`config.mk`:
```
export PLATFORM = sky130hd
export DESIGN_NAME = mmio_fabric
export DESIGN_NICKNAME = d
export VERILOG_FILES = /design/src/rtl/mmio_fabric.sv
export SDC_FILE = /design/constraint.sdc
export NUM_CORES = 1
export LEC_CHECK = 0
export CELL_PAD_IN_SITES_DETAIL_PLACEMENT = 1
export CELL_PAD_IN_SITES_GLOBAL_PLACEMENT = 2
export CORE_MARGIN = 1
export CORE_UTILIZATION = 17
export DETAILED_ROUTE_END_ITERATION = 10
export HOLD_SLACK_MARGIN = 0.03
export PLACE_DENSITY_LB_ADDON = 0.1
export SLEW_MARGIN = 20
export SYNTH_ARGS = -nofsm -noshare
export SYNTH_HDL_FRONTEND = slang
export SYNTH_SLANG_ARGS = --single-unit
```
`constraint.sdc`:
```
create_clock -name clk -period 2.2 [get_ports clk]
set_clock_uncertainty 0.15 [all_clocks]
set_input_delay 0.55 -clock clk [delete_from_list [all_inputs] [get_ports clk]]
set_output_delay 0.55 -clock clk [all_outputs]
set_load 0.01 [all_outputs]
```
`src/rtl/mmio_fabric.sv`:
```
// mmio_fabric: region-decoded MMIO interconnect with wait states, slave timeout and bus-error capture
module mmio_fabric #(
  parameter int NUM_SLAVES = 9,
  parameter logic [4*NUM_SLAVES-1:0] SLAVE_BASE = '0,
  parameter logic [4*NUM_SLAVES-1:0] SLAVE_MASK = {NUM_SLAVES{4'hE}},
  parameter int TIMEOUT = 64,
  parameter logic [31:0] ERR_RDATA = 32'hDEAD_BEEF
) (
  input  logic                     clk,
  input  logic                     rst_n,
  input  logic                     req_valid,
  input  logic [31:0]              req_addr,
  input  logic [31:0]              req_wdata,
  input  logic [3:0]               req_wstrb,
  output logic                     req_ready,
  output logic                     resp_valid,
  output logic [31:0]              resp_rdata,
  output logic                     resp_err,
  output logic [NUM_SLAVES-1:0]    s_sel,
  output logic [31:0]              s_addr,
  output logic [31:0]              s_wdata,
  output logic [3:0]               s_wstrb,
  input  logic [32*NUM_SLAVES-1:0] s_rdata,
  input  logic [NUM_SLAVES-1:0]    s_ready,
  input  logic                     err_clear,
  output logic [31:0]              err_addr,
  output logic [7:0]               err_count,
  output logic                     irq_err
);
  localparam int IW = NUM_SLAVES > 1 ? $clog2(NUM_SLAVES) : 1;
  typedef enum logic [1:0] {IDLE, ACCESS, RESP} state_t;
  state_t state, nxt;
  logic [IW-1:0] tgt, idx;
  logic [31:0] cnt;
  logic hit, rdy, to, err_ev;
  always_comb begin
    hit = 1'b0;
    idx = '0;
    for (int i = NUM_SLAVES - 1; i >= 0; i--)
      if (((req_addr[31:28] ^ SLAVE_BASE[4*i +: 4]) & SLAVE_MASK[4*i +: 4]) == 4'h0) begin
        hit = 1'b1;
        idx = IW'(i);
      end
  end
  assign rdy = s_ready[tgt];
  assign to = cnt == 32'(TIMEOUT - 1);
  assign err_ev = (state == IDLE && req_valid && !hit) || (state == ACCESS && !rdy && to);
  assign req_ready = state == IDLE;
  assign resp_valid = state == RESP;
  assign s_sel = state == ACCESS ? NUM_SLAVES'(1) << tgt : '0;
  always_comb begin
    nxt = state == IDLE   ? (req_valid ? (hit ? ACCESS : RESP) : IDLE) :
          state == ACCESS ? (rdy || to ? RESP : ACCESS) : IDLE;
  end
  always_ff @(posedge clk) begin
    if (!rst_n) begin
      state <= IDLE;
      tgt <= '0;
      cnt <= '0;
      resp_rdata <= '0;
      resp_err <= 1'b0;
      s_addr <= '0;
      s_wdata <= '0;
      s_wstrb <= '0;
      err_addr <= '0;
      err_count <= '0;
      irq_err <= 1'b0;
    end else begin
      state <= nxt;
      if (state == IDLE && req_valid) begin
        s_addr <= req_addr;
        s_wdata <= req_wdata;
        s_wstrb <= req_wstrb;
        tgt <= idx;
        cnt <= '0;
      end
      if (state == ACCESS && !rdy) cnt <= cnt + 32'd1;
      if (state == ACCESS && rdy) begin
        resp_rdata <= s_rdata[32*tgt +: 32];
        resp_err <= 1'b0;
      end
      if (err_ev) begin
        resp_rdata <= ERR_RDATA;
        resp_err <= 1'b1;
        err_addr <= state == IDLE ? req_addr : s_addr;
        err_count <= err_count + {7'd0, err_count != 8'hFF};
      end
      irq_err <= err_ev | (irq_err & ~err_clear);
    end
  end
endmodule
```
==> impl_metrics.tcl <==
set metrics [dict create \
    status "completed" \
    grt_pass1_vias 7403 \
    grt-ovfl-total 0 \
    post_cts_buffers 0 \
    crit_buf_inv 1 \
    slowest_delay_ns 0.59 \
    gp_congestion 0.714 \
    yosysWarningCount 0 \
    path_delay_family "buffers and inverters" \
    h-tree-depth 4 \
    fin_crit_sh_pct 96.6 \
    setup-violations-final 0 \
    ios 522 \
    drt-pass1-iter-count 4 \
    fin_tns_setup_ns 0 \
    synth_area_per_cell_um2 9.15 \
    cts_buffers 17 \
    drt_iter0_markers 187 \
    cts_hold_buffers 0 \
    portBuffers 249 \
    vias 7022 \
    cts.clk_slew.worst_paths_ns 0.07 \
    die_h_um 215 \
    final_cell_mix "clkdlybuf4s50_1 (227), dfxtp_1 (175), nand2_1 (174), a21boi_0 (91), buf_4 (75)" \
    drc 0 \
    clock-root-buffer "clkbuf_16" \
    final_max_slew_viol_count 0 \
    fin_util_pct 27.3 \
    p_leak_nw 5.36 \
    area_delta_synth_final_pct 57.7 \
    cts_tree "built" \
    critical_path.max_fanout 3 \
    clkLatencyLatePin_ns 0.48 \
    path_cells "clkdlybuf4s50_1" \
    crit_arrival_ns 1.43 \
    ant_nets 0 \
    rows 77 \
    max_freq_mhz 470 \
    synthFlopType "dfxtp_1" \
    grt_pass1_wl_um 46000 \
    synth-seq-cells 176 \
    hold_violations 0 \
    grt_start_max_net_pins 48 \
    start_util_pct 17.3 \
    layout-drive-gt1-share_pct 13.4 \
    diodes 0 \
    synth_edf_count 0 \
    critPathKind "flip-flop to output pin" \
    setup.worst_path.end_class "output pin" \
    required_ns 1.50 \
    synth_seq_area_share_pct 45.9 \
    finalInstanceArea_um2 12100 \
    dp_hpwl_um 21500 \
    core_area_um2 44400 \
    syn_area_um2 7680 \
    yosys.area.top_type "dfxtp_1" \
    synthCells 839 \
    cts_sinks 176 \
    p_per_area_nw_per_um2 640 \
    synth_area_leaders "dfxtp_1 (46%), mux2i_1 (9.1%), a21boi_0 (8.9%), nand2_1 (8.6%), o211a_1 (4.6%)" \
    peakVddDrop_mv 0.403 \
    rsz0062_at_grt "false" \
    drt-total-wl_um 30200 \
    grt_usage_pct 13.3 \
    grt_antenna_before_repair 2 \
    synth.distinct_cells 48 \
    startpoint_type "flip-flop" \
    synth_top_cell_area_share_pct 45.9 \
    via_per_inst 4.05 \
    cts_buffer_depth 2 \
    die_x_um 215 \
    slowest_stage "clkdlybuf4s50_1" \
    period_needed_ns 2.13 \
    postSynth.asyncResetShare_pct 0 \
    min_path_type "flip-flop to flip-flop" \
    wl_per_cell_um 17.4 \
    maxCapViolCount 0 \
    dieArea_um2 46000 \
    place_area_um2 11500 \
    nNetsFinal 1506 \
    mostFrequentLayoutCell "clkdlybuf4s50_1" \
]
state kept, by name, summed over array words and instances, names as in the netlist:
register / cells
resp_rdata: 32
err_addr: 32
cnt: 32
irq_err: 1
s_addr: 32
resp_err: 1
state: 2
err_count: 8
s_wstrb: 4
s_wdata: 32
cell families (layout without fill, tap and decap cells):
kind of cell | count (synthesis) | in the layout | share of synthesized area, %
adder cells (fa/ha/maj) | 3 | 3 | 0.489
AO/OA/AOI/OAI | 214 | 214 | 20.7
flip-flops | 176 | 176 | 45.9
multiplexers | 78 | 78 | 10.3
buffers and inverters | 75 | 372 | 4.51
other | 1 | 8 | 0.0488
AND/OR/NAND/NOR | 292 | 292 | 18.1
per-layer routing:
metal	vias to the layer above	track usage [%]	part of all wire (%)
li1	3514	-	-
met1	3372	15.5	44
met2	113	22.1	48
met3	21	5.28	6.1
met4	2	4.50	1.4
met5	-	0	0.043
synthesized netlist by cell type (all sizes together) (11+ instances only):
| master | number |
|---|---|
| a21boi | 108 |
| and3 | 12 |
| buf | 27 |
| clkbuf | 44 |
| dfxtp | 176 |
| mux2i | 70 |
| nand2 | 177 |
| nand3 | 17 |
| nor2 | 18 |
| o211a | 35 |
| o211ai | 12 |
| o21ai | 38 |
| or3 | 11 |
area by class of cell:
type / count / area [um^2]
flip-flops and latches: 176 / 3520
clock buffers: 23 / 478
repair buffers: 340 / 3400
well taps: 592 / 741
fillers: 5075 / 32300
inverters: 4 / 15.0
multi-input cells: 595 / 3920
clock inverters: 5 / 33.8
final timing paths:
path / start / to / slack [ns] / depth (start not counted)
max: s_addr[21] / s_addr[21] / 0.07 / 1
min: s_wdata[20] / s_wdata[20] / 0.31 / 2
max reg2reg: cnt[13] / cnt[23] / 0.10 / 7
min reg2reg: s_wdata[20] / s_wdata[20] / 0.31 / 2
timing repair:
item,CTS,global route
setup endpoints to repair,57,63
resized for setup,18,19
pin swaps,1,3
gates cloned,0,1
metrics by stage:
| stage | setup slack, ns | instances | power [W] | hold slack (ns) |
|---|---|---|---|---|
| finish | 0.0746 | 1735 | 0.00775 | 0.314 |
| global route | 0.00237 | 1735 | 0.00819 | 0.342 |
| detailed placement | -0.630 | 1706 | 0.00494 | 0.307 |
| global placement | -0.608 | 1706 | 0.00494 | 0.296 |
| CTS | 0.00572 | 1734 | 0.00798 | 0.319 |
| floorplan | 0.00441 | 846 | 0.00408 | 0.305 |
where the power goes:
part	leakage, nW	total, W	switching (W)	internal, W
combinational	3.66	0.00136	0.000612	0.000752
clock	0.247	0.00291	0.00140	0.00151
sequential	1.44	0.00348	0.000107	0.00337
(Power assumes the default switching activity.)
==> RTL edit: new RTL, same settings <==
The parameter `NUM_SLAVES` goes from 9 to 11.
--- a/src/rtl/mmio_fabric.sv
+++ b/src/rtl/mmio_fabric.sv
@@ -1,5 +1,5 @@
 // mmio_fabric: region-decoded MMIO interconnect with wait states, slave timeout and bus-error capture
 module mmio_fabric #(
-  parameter int NUM_SLAVES = 9,
+  parameter int NUM_SLAVES = 11,
   parameter logic [4*NUM_SLAVES-1:0] SLAVE_BASE = '0,
   parameter logic [4*NUM_SLAVES-1:0] SLAVE_MASK = {NUM_SLAVES{4'hE}},
Ports: changed (resized s_rdata, s_ready and s_sel); port bits go from 522 to 590. The function was not compared with the original's and may differ.
==> RTL edit against the original RTL <==
  * Global-route usage increased by 0.23 points
  * Sequential power about the same
  * Synthesized area up 0.20%
  * Fmax up 0.18%
  * Clock power increased by 11%
  * Sequential cell count unchanged
  * Final area down 0.36%
  * Setup slack improved by 3.9 ps
  * First-iteration DRC count shrank 13%
  * Sequential share of layout area is 0.15 points higher
  * Wire length increased by 1.8%
  * Total power grew 3.9%
  * Count of clock-buffer cells in the layout increased by 3
  * Largest cell class unchanged
  * Largest power group unchanged
==> RTL edit: results (changes against the original RTL) <==
| Metric | Value |
|---|---|
| I/O Buffers | 249 (unchanged) |
| Worst Hold Endpoint | resp_err (was s_wdata[20]) |
| Critical R2R Capture | err_count[3] (was cnt[23]) |
| Root Buffer | clkbuf_16 (unchanged) |
| Final net count | 1,564 (was 1,506) |
| Non-filler cells, final | 1,729 (was 1,735) |
| Longest Clk Path Bufs | 2 (unchanged) |
| Synth Area in Compound Gates | 20.7% (about the same) |
| Vias in the first global route | 7,531 (was 7,403) |
| Routed length per instance | 17.8 microns (was 17.4 microns) |
| Hpwl dp | 21.2 mm (was 21.5 mm) |
| Placed cell area | 11,300 sq um (was 11,500 sq um) |
| Leak | 5.25 nW (was 5.36 nW) |
| Largest net degree at the start of global routing | 51 (was 48) |
| Clock transition at the registers of the reported paths | 70 ps (about the same) |
| Final GP Congestion | 0.707 (was 0.714) |
| Seq/Total Area, Yosys | 45.8% (was 45.9%) |
| H-tree levels | 4 (unchanged) |
| Synth top area share | 45.8% (was 45.9%) |
| Worst R2R Path Depth | 8 (was 7) |
| R2r startpoint | cnt[14] (was cnt[13]) |
| Total Routing Usage GR | 13.5% (was 13.3%) |
| HP Class | reg -> reg (unchanged) |
| Post-synth top flop | dfxtp_1 (unchanged) |
| Clock insertion delay at the later pin of the skew report | 470 ps |
| Mean post-synth cell area | 9.15 sq um (about the same) |
| Cell family with most CP delay | buffers and inverters (unchanged) |
| Post-synth top cells | dfxtp_1 (176), nand2_1 (175), a21boi_0 (91) (unchanged) |
| Worst reg-to-reg setup slack | 130 ps (was 100 ps) |
| Share of layout cells above drive strength 1 | 12.8% (was 13.4%) |
| CP max-delay cell | clkdlybuf4s50_1 (unchanged) |
| VDD IR-drop max | 0.544 mV (was 0.403 mV) |
| Synth async-reset ratio | 0% (unchanged) |
| CP arrival | 1420 ps |
| Ant diodes | 0 (unchanged) |
| Yosys cell types | 48 (unchanged) |
| Mux contribution to synthesized area | 10.3% (about the same) |
| XOR/XNOR Fraction of Synth Area | 0% (unchanged) |
| Filler cells | 5,059 (was 5,075) |
| Max transition margin | 62.7% |
| Post-Synth Adder-Cell Area | 0.488% (was 0.489%) |
| Global-route wire length before repair | 47.1 mm (was 46.0 mm) |
| Maximum fanout along the worst path | 3 (unchanged) |
| Status | completed (unchanged) |
| Initial antenna violation count | 0 (was 2) |
| WHS Path Cells | 2 (unchanged) |
| Synthesis Warnings | 0 (unchanged) |
| Avg Vias per Cell | 4.06 (was 4.05) |
| Hold_sp | resp_err (was s_wdata[20]) |
| Most area-consuming cells after synthesis | dfxtp_1 (46%), mux2i_1 (9.1%), a21boi_0 (8.9%) (unchanged) |
| DR iter-0 viols | 163 (was 187) |
RTL edit: changes by cell type in the layout (fill, tap and decap cells not counted), sizes merged:
cell	unedited run	this run
bufinv	0	2
conb	8	10
buf	91	80
clkinvlp	2	0
clkdlybuf4s15	1	2
inv	5	4
clkdlybuf4s50	227	232
dlymetal6s2s	10	3
clkbuf	25	28
dlygate4sd2	9	10
nor2	18	19
RTL edit: area by class of cell:
| type | count | share of cell area, % |
|---|---|---|
| multi-input cells | 598 | 32.6 |
| flip-flops and latches | 176 | 29.3 |
| repair buffers | 329 | 27.0 |
| well taps | 592 | 6.14 |
| clock buffers | 26 | 4.30 |
| clock inverters | 4 | 0.612 |
| inverters | 4 | 0.124 |
RTL edit: cells by family after synthesis:
logic type,after synthesis
compound gates,214
fa+ha+maj,3
buf+inv,77
flops,176
mux,78
other cells,1
simple gates,292
RTL edit: what timing repair did:
item	4_1_cts	5_1_grt
resized for setup	33	10
endpoints found under the setup margin	140	46
buffers inserted	3	3
hold buffers	0	0
pin swaps	8	5
gates cloned	1	1
hold endpoints to repair	0	0
RTL edit: worst max-delay path by stage:
stage,cells past startpoint,from,to,slack (ps)
after global routing,8,err_count[5],err_count[2],-0.3
final,1,s_addr[30],s_addr[30],80
after CTS,3,state[1],req_ready,-2
after detailed placement,6,s_ready[0],cnt[21],-690
after floorplan,6,s_ready[0],cnt[23],4
after global placement,6,s_ready[0],cnt[21],-660
RTL edit: metal layers:
metal	routed length, microns	track usage [%]	vias up
li1	-	-	3493
met2	15100	22.6	119
met4	325	3.50	0
met5	0	0	-
met1	13500	16.1	3393
met3	1810	5.27	21
RTL edit: metrics by stage:
stage | hold slack (ps) | power, mW | setup TNS [ps] | worst slack (ps) | util [%]
finish | 310 | 8.05 | 0 | 78.4 | 27.2
global route | 337 | 8.47 | -0.346 | -0.346 | 27.2
CTS | 313 | 8.25 | -2.11 | -2.11 | 27.0
detailed placement | 300 | 4.90 | -83220 | -688 | 25.5
global placement | 293 | 4.90 | -83170 | -658 | 25.5
floorplan | 305 | 4.08 | 0 | 4.41 | -
RTL edit: where the power goes:
| group | switching [mW] | leakage [nW] | internal, mW | total, mW |
|---|---|---|---|---|
| clock | 1.39 | 0.292 | 1.84 | 3.23 |
| sequential | 0.113 | 1.45 | 3.37 | 3.48 |
| combinational | 0.611 | 3.51 | 0.727 | 1.34 |
| total | 2.11 | 5.25 | 5.94 | 8.05 |
